### src/rtl/tea_decrypt_core_pkg.sv
// Shared TEA constants and the decrypt FSM state encoding.
// No ports; imported by tea_decrypt_core and functionF.
package tea_decrypt_core_pkg;

  localparam logic [31:0] TEA_DELTA        = 32'h9E3779B9;
  localparam int          TEA_ROUNDS       = 32;
  localparam logic [31:0] TEA_SUM_INIT_DEC = 32'hC6EF3720;

  typedef enum logic [1:0] {
    ST_IDLE = 2'd0,
    ST_RUN  = 2'd1,
    ST_DONE = 2'd2
  } state_t;

endpackage

### src/rtl/tea_decrypt_core_function_f.sv
// TEA round function, purely combinational.
//   x   : 32-bit half-block input
//   kl  : key word added to x<<4
//   kr  : key word added to x>>5
//   s   : running sum
//   f   : ((x<<4)+kl) ^ (x+s) ^ ((x>>5)+kr), all mod 2^32
module functionF
  import tea_decrypt_core_pkg::*;
(
  input  logic [31:0] x,
  input  logic [31:0] kl,
  input  logic [31:0] kr,
  input  logic [31:0] s,
  output logic [31:0] f
);

  assign f = ((x << 4) + kl) ^ (x + s) ^ ((x >> 5) + kr);

endmodule

### src/rtl/tea_decrypt_core.sv
// Iterative TEA block decryption, one cycle (v1 then v0 update) per clock.
//   clk, rst_n          : clock, async active-low reset
//   in_valid/in_ready   : ciphertext + key handshake (ready only in IDLE)
//   in_data, key        : ciphertext {v0,v1} and key {k0,k1,k2,k3}
//   out_valid/out_ready : plaintext handshake, held until accepted
//   out_data            : plaintext {v0,v1}
//   busy                : high in RUN and DONE
//
// state   | meaning
// --------+--------------------------------------------------
// ST_IDLE | waiting for a block, in_ready=1
// ST_RUN  | one TEA cycle per clock, ROUNDS clocks total
// ST_DONE | plaintext presented, waiting for out_ready
module tea_decrypt_core
  import tea_decrypt_core_pkg::*;
#(
  parameter int          ROUNDS = TEA_ROUNDS,
  parameter logic [31:0] DELTA  = TEA_DELTA
) (
  input  logic         clk,
  input  logic         rst_n,
  input  logic         in_valid,
  output logic         in_ready,
  input  logic [63:0]  in_data,
  input  logic [127:0] key,
  output logic         out_valid,
  input  logic         out_ready,
  output logic [63:0]  out_data,
  output logic         busy
);

  localparam int          CNT_W    = (ROUNDS > 1) ? $clog2(ROUNDS) : 1;
  localparam logic [CNT_W-1:0] LAST = CNT_W'(ROUNDS - 1);
  localparam logic [63:0] SUM_PROD = 64'(DELTA) * 64'(ROUNDS);
  localparam logic [31:0] SUM_INIT =
    (ROUNDS == TEA_ROUNDS && DELTA == TEA_DELTA) ? TEA_SUM_INIT_DEC : SUM_PROD[31:0];

  state_t state, state_nxt;

  logic [31:0]      v0, v1, sum;
  logic [127:0]     key_q;
  logic [CNT_W-1:0] cnt;
  logic [63:0]      out_data_q;
  logic             load, step;
  logic [31:0]      f_v1, f_v0, v1_nxt, v0_nxt;

  always_ff @(posedge clk or negedge rst_n) begin
    if (!rst_n) state <= ST_IDLE;
    else        state <= state_nxt;
  end

  always_comb begin
    state_nxt = state;
    load      = 1'b0;
    step      = 1'b0;
    in_ready  = 1'b0;
    out_valid = 1'b0;
    busy      = 1'b0;
    case (state)
      ST_IDLE: begin
        in_ready = 1'b1;
        if (in_valid) begin
          load      = 1'b1;
          state_nxt = ST_RUN;
        end
      end
      ST_RUN: begin
        busy = 1'b1;
        step = 1'b1;
        if (cnt == LAST) state_nxt = ST_DONE;
      end
      ST_DONE: begin
        busy      = 1'b1;
        out_valid = 1'b1;
        if (out_ready) state_nxt = ST_IDLE;
      end
      default: state_nxt = ST_IDLE;
    endcase
  end

  // v0 update consumes the freshly computed v1 within the same clock.
  functionF F_v1 (.x(v0),     .kl(key_q[63:32]),  .kr(key_q[31:0]),  .s(sum), .f(f_v1));
  assign v1_nxt = v1 - f_v1;
  functionF F_v0 (.x(v1_nxt), .kl(key_q[127:96]), .kr(key_q[95:64]), .s(sum), .f(f_v0));
  assign v0_nxt = v0 - f_v0;

  always_ff @(posedge clk or negedge rst_n) begin
    if (!rst_n) begin
      v0         <= '0;
      v1         <= '0;
      sum        <= '0;
      key_q      <= '0;
      cnt        <= '0;
      out_data_q <= '0;
    end else if (load) begin
      v0    <= in_data[63:32];
      v1    <= in_data[31:0];
      key_q <= key;
      sum   <= SUM_INIT;
      cnt   <= '0;
    end else if (step) begin
      v0  <= v0_nxt;
      v1  <= v1_nxt;
      sum <= sum - DELTA;
      cnt <= cnt + 1'b1;
      if (cnt == LAST) out_data_q <= {v0_nxt, v1_nxt};
    end
  end

  assign out_data = out_data_q;

  // The schedule must unwind to zero on the last round.
  a_sum_zero: assert property (@(posedge clk) disable iff (!rst_n)
    (state == ST_RUN && cnt == LAST) |-> (sum == DELTA));

endmodule
### config.mk
export PLATFORM = sky130hd
export DESIGN_NAME = tea_decrypt_core
export DESIGN_NICKNAME = d
export VERILOG_FILES = /design/src/rtl/tea_decrypt_core_pkg.sv /design/src/rtl/tea_decrypt_core_function_f.sv /design/src/rtl/tea_decrypt_core.sv
export SDC_FILE = /design/constraint.sdc
export NUM_CORES = 1
export LEC_CHECK = 0
export ABC_AREA = 0
export CORE_MARGIN = 4
export CORE_UTILIZATION = 35
export DETAILED_ROUTE_END_ITERATION = 8
export PLACE_DENSITY_LB_ADDON = 0.25
export SETUP_SLACK_MARGIN = 0.2
export SYNTH_ARGS = -nofsm -noshare
export SYNTH_HDL_FRONTEND = slang
export SYNTH_SLANG_ARGS = --single-unit
### constraint.sdc
create_clock -name clk -period 13.4 [get_ports clk]
set_input_delay 2.68 -clock clk [delete_from_list [all_inputs] [get_ports clk]]
set_output_delay 2.68 -clock clk [all_outputs]
set_load 0.02 [all_outputs]
Word level (Yosys, flattened, before mapping)
Cells that the tools add are included.
{"block": "classes", "add_sub_neg": 10, "n_eq_ne": 6, "n_mux": 18, "n_bitwise": 5, "reduce_logical": 5}
{"cell": "32-bit 2-to-1 mux", "n": 6}
{"cell": "32-bit adder", "n": 4}
{"cell": "32-bit bitwise XOR", "n": 4}
{"cell": "27-bit by 32-bit adder with 32-bit output", "n": 2}
{"cell": "32-bit subtractor", "n": 2}
{"cell": "32-bit subtractor (second input constant)", "n": 1}
{"cell": "5-bit 2-to-1 mux", "n": 2}
{"cell": "1-bit 2-to-1 mux", "n": 6}
{"cell": "2-bit 2-to-1 mux", "n": 3}
{"cell": "2-bit != test (second input constant)", "n": 3}
{"cell": "2-bit one-hot mux with 3 select lines", "n": 1}
{"cell": "3-bit AND reduction", "n": 2}
{"cell": "5-bit by 1-bit adder with 5-bit output (second input constant)", "n": 1}
{"cell": "5-bit equality test (second input constant)", "n": 1}
{"cell": "2-bit by 1-bit equality test with 1-bit output (second input constant)", "n": 1}
{"cell": "2-bit equality test (second input constant)", "n": 1}
{"cell": "2-bit zero test", "n": 1}
{"cell": "2-bit nonzero test", "n": 1}
{"cell": "2-bit OR reduction", "n": 1}
{"cell": "1-bit NOT", "n": 1}
{"block": "word_totals", "regBits": 295, "in_bits": 196, "out_inout_bits": 67}

Logic depth before layout (Yosys ltp)
{"block": "depth", "word_depth": 10, "ltp_mapped": 44}

By module
Synthesis repeated with hierarchy kept, for this count alone.
{"block": "hier_totals", "cells_unflattened": 3044, "area_unflattened_um2": 25524.5}
{"mod": "tea_decrypt_core", "n_inst": 1, "cells_per_inst": 1757, "area_each_um2": 15758.9, "seq_area_each_um2": 7382.1}
{"mod": "functionF (F_v1)", "n_inst": 1, "cells_per_inst": 655, "area_each_um2": 4892.2, "seq_area_each_um2": 0.0}
{"mod": "functionF (F_v0)", "n_inst": 1, "cells_per_inst": 632, "area_each_um2": 4873.4, "seq_area_each_um2": 0.0}

Worst setup path before layout
OpenSTA, ideal clock, no wires.
{"block": "synth_timing", "path_type": "register -> register", "start": "register v0[5]", "end": "register out_data_q[63] (netlist: out_data[63])", "setup_ns": 0.136, "arrival_ns": 8.020, "required_ns": 13.264, "setup_slack_ns": 5.244, "path_stages_with_launch": 42, "n_path_buf": 0, "period_less_slack_ns": 8.156, "path_cell_list": "dfrtp_1 > ha_1 > fa_1 > a21o_1 > a21o_1 > a21o_1 > a21o_1 > a21oi_1 > nor2_1 > nor2_1 > o21bai_1 > a21oi_1 > xnor2_1 > ha_1 > nand2_1 > o31ai_1 > and3_1 > o21ai_0 > [6 not listed] > a21oi_1 > and2_1 > a32oi_2 > a41o_1 > a21oi_1 > o21bai_1 > xnor2_1 > xnor2_1 > xor2_1 > ha_1 > or4_1 > o211ai_1 > a21oi_1 > nor2_1 > o21ai_0 > xnor3_2 > xnor2_1 > o21ai_1"}
{"block": "synth_between", "elab_chain_len": 8}
{"element": "start: declaration", "line_no": "tea_decrypt_core.sv:40", "rtl": "logic [31:0] v0, v1, sum;"}
{"element": "start signal: assignment", "line_no": "tea_decrypt_core.sv:96", "rtl": "v0 <= in_data[63:32];"}
{"element": "start signal: assignment", "line_no": "tea_decrypt_core.sv:102", "rtl": "v0 <= v0_nxt;"}
{"element": "32-bit adder", "line_no": "tea_decrypt_core_function_f.sv:17", "rtl": "assign f = ((x << 4) + kl) ^ (x + s) ^ ((x >> 5) + kr);"}
{"element": "32-bit bitwise XOR", "line_no": "tea_decrypt_core_function_f.sv:17"}
{"element": "32-bit bitwise XOR *", "line_no": "tea_decrypt_core_function_f.sv:17"}
{"element": "32-bit subtractor *", "line_no": "tea_decrypt_core.sv:83", "rtl": "assign v1_nxt = v1 - f_v1;"}
{"element": "net F_v0.x[23]", "line_no": "tea_decrypt_core_function_f.sv:10", "rtl": "input logic [31:0] x,"}
{"element": "32-bit adder", "line_no": "tea_decrypt_core_function_f.sv:17"}
{"element": "32-bit bitwise XOR", "line_no": "tea_decrypt_core_function_f.sv:17"}
{"element": "32-bit bitwise XOR *", "line_no": "tea_decrypt_core_function_f.sv:17"}
{"element": "32-bit subtractor *", "line_no": "tea_decrypt_core.sv:85", "rtl": "assign v0_nxt = v0 - f_v0;"}
{"element": "end signal: assignment", "line_no": "tea_decrypt_core.sv:106", "rtl": "if (cnt == LAST) out_data_q <= {v0_nxt, v1_nxt};"}
{"element": "end: declaration", "line_no": "tea_decrypt_core.sv:43", "rtl": "logic [63:0] out_data_q;"}
The timed path passes the listed nets; every way through them passes the cells marked *.
A chain may end at the register's enable or synchronous reset.

Worst setup path after layout
Same ends and word-level chain as after synthesis.

==> metrics.csv <==
stage,metric,value,unit
synth,YS warnings,0,
synth,number of library cell types mapped by synthesis,88,
timing,Slew @ Worst Pin,1040,ps
min_path,Hold Path Class,flip-flop to flip-flop,
timing,Max Clk Rate,106,MHz
route,Wirelength per Cell,19.9,um
setup_path,Critical Path RT,13800,ps
clock_tree,# hold bufs at CTS,0,
global_routing,vias in the first global route,20228,
global_routing,first-pass GRT wire length,120,mm
layout,share of layout cells above drive strength 1,6.17,%
floorplan,die area,0.0731,mm2
timing,Final min period,9440,ps
synth,post-synth top area cell,dfrtp_1,
setup_path,R2R depth,42,
timing,RSZ-0062 raised after global routing,no,
floorplan,Die Ht,270,um
place,port bufs,262,
floorplan,# IOs,263,
global_routing,overall routing resource usage,20.7,%
layout,final core utilization,43.0,%
synth,"Seq/Total Area, Yosys",30.7,%
layout,# nets final,3474,
layout,Final Non-Filler Cells,3922,
place,Routability Congestion,0.903,
timing,final clock period utilization by the worst path,70.4,%
global_routing,largest net degree at the start of global routing,208,
route,Post-DRT Antenna Nets,0,
setup_path,CP max stage cell,xnor2_1,
timing,Final Hold Vio Count,0,
setup_path,Worst setup EP type,flip-flop,
timing,Final Slew Violations,0,
setup_path,Critical Path AT,9840,ps
route,router iterations before antenna repair,5,
clock_tree,CTS tree,yes,
synth,top post-synthesis cells by area,"dfrtp_1 (31%), ha_1 (13%), xnor2_1 (11%)",
clock_tree,CTS H-tree depth,2,
timing,headroom to the max-slew limit,30.7,%
setup_path,Setup crit start kind,flip-flop,
layout,P&R area growth vs syn,20.6,%
clock_tree,clock root buffer,clkbuf_16,
timing,Final Setup Violations,0,
timing,clock skew,27.9,ps
synth,"Cell Area, Synth",0.0241,mm2
setup_path,crit path max fanout,6,
global_routing,initial antenna violation count,0,
route,final wirelength,78.1,mm
clock_tree,CTS sink count,295,
job,MaxCap Viol Count,0,
route,vias per std cell,5.27,
clock_tree,clock slew at reported path FFs,60,ps
floorplan,Initial Utilization,35.6,%
clock_tree,Clock Path Buffers,3,
run_status,status,"complete, no violations",
layout,n_diodes,0,
synth,"Top FF cell, synth",dfrtp_1,
place,DP Worst Slack,4090,ps
setup_path,critical path's most frequent cell,a21oi_1,
setup_path,CP max stage delay,600,ps
synth,"EDFF count, synth",0,
setup_path,CP Class,flip-flop to flip-flop,
route,Starting DRT DRC Count,1433,
synth,Mean Syn Cell Area,8.66,um2
clock_tree,CTS buffer count,39,
timing,setup total negative slack,0,ps
global_routing,GRT Residual Overflow,0,
timing,setup ws final,3960,ps
floorplan,Die W,270,um
synth,Cells after Synth,2779,
setup_path,reg2reg setup slack,3960,ps
synth,top cell type's share of synthesized area,30.7,%
synth,syn nets,3230,
clock_tree,worst skew pair latency,570,ps
place,Final HPWL DP,59.8,mm
min_path,hold path cells,2,
synth,"Async S/R FF share, synth",100,%
clock_tree,post-cts resize count,0,
floorplan,Site Rows,95,
route,via count,20657,
floorplan,core area,0.0676,mm2
synth,#FFs+latches synth,295,
clock_tree,Setup Buffers After CTS,0,
place,cell total after placement,3855,
route,DRC Markers,0,
[cell type report]
class / instances / area (um2)
fillers: 6674 / 38600
multi-input cells: 2336 / 16200
flip-flops and latches: 295 / 7380
repair buffers: 281 / 2800
clock buffers: 52 / 1120
well taps: 873 / 1090
inverters: 70 / 263
clock inverters: 15 / 230
[metal layers]
layer	routed length, um	up-vias	GRT usage, %
met2	33800	501	32.1
met5	0	-	0
met1	38600	9861	30.7
li1	-	10197	-
met4	1520	0	4.20
met3	4150	98	3.14
[cells in the final DEF (no fill, tap or decap), types with 31 or more instances in the layout]
master,instances
a21o_1,129
a21oi_1,190
clkbuf_16,41
clkdlybuf4s50_1,261
dfrtp_1,295
ha_1,246
inv_1,68
mux2_2,49
mux2i_1,53
nand2_1,582
nand3_1,43
nor2_1,108
o21a_1,31
o21ai_0,160
xnor2_1,298
xor2_1,81
[flip-flops by register name, summed over array words and instances (netlist names)]
signal and cells:
out_data 64, cnt 5, state 2, v0 32
v1 32, key_q 128, sum 32
[cells by family (layout without fill, tap and decap cells)]
family / Yosys count / after routing / synth area share, %
adder cells (fa/ha/maj): 255 / 255 / 13.5
XOR/XNOR: 385 / 385 / 14.3
flip-flops: 295 / 295 / 30.7
multiplexers: 102 / 102 / 4.49
AND/OR/NAND/NOR: 902 / 902 / 16.2
buffers and inverters: 148 / 418 / 2.31
AO/OA/AOI/OAI: 692 / 692 / 18.5
[synth_stat cells, drive strengths merged (44+ instances only)]
cell type,count
mux2i,53
clkbuf,68
ha,247
nand3,44
o21ai,191
inv,70
nor2,108
mux2,49
dfrtp,295
a21o,130
nand2,584
xor2,81
a21oi,195
xnor2,300
[final timing paths]
check | to | from
max | out_data[63]$_DFFE_PN0P_ | v0[5]$_DFFE_PN0P_
max reg2reg | out_data[63]$_DFFE_PN0P_ | v0[5]$_DFFE_PN0P_
max in group asynchronous | key_q[85]$_DFFE_PN0P_ | rst_n
min in group asynchronous | key_q[41]$_DFFE_PN0P_ | rst_n
min | out_data[32]$_DFFE_PN0P_ | out_data[32]$_DFFE_PN0P_
min reg2reg | out_data[32]$_DFFE_PN0P_ | out_data[32]$_DFFE_PN0P_
[per-stage QoR]
stage / instance area [um2] / hold slack [ps]
detailed placement: 27700 / 469
finish: 29100 / 483
global placement: 27700 / 461
floorplan: 24100 / 452
global route: 29100 / 506
CTS: 29100 / 484
[worst max-delay path, delay by kind of cell, from the launching register on]
kind	cells	cell delay (ps)
AND/OR/NAND/NOR	9	1620
AO/OA/AOI/OAI	21	3730
adder cells (fa/ha/maj)	5	1680
flip-flops	1	440
XOR/XNOR	7	1780
Power is not shown: default switching activity piles up to over one toggle a cycle in this logic, so the estimate is an artifact.
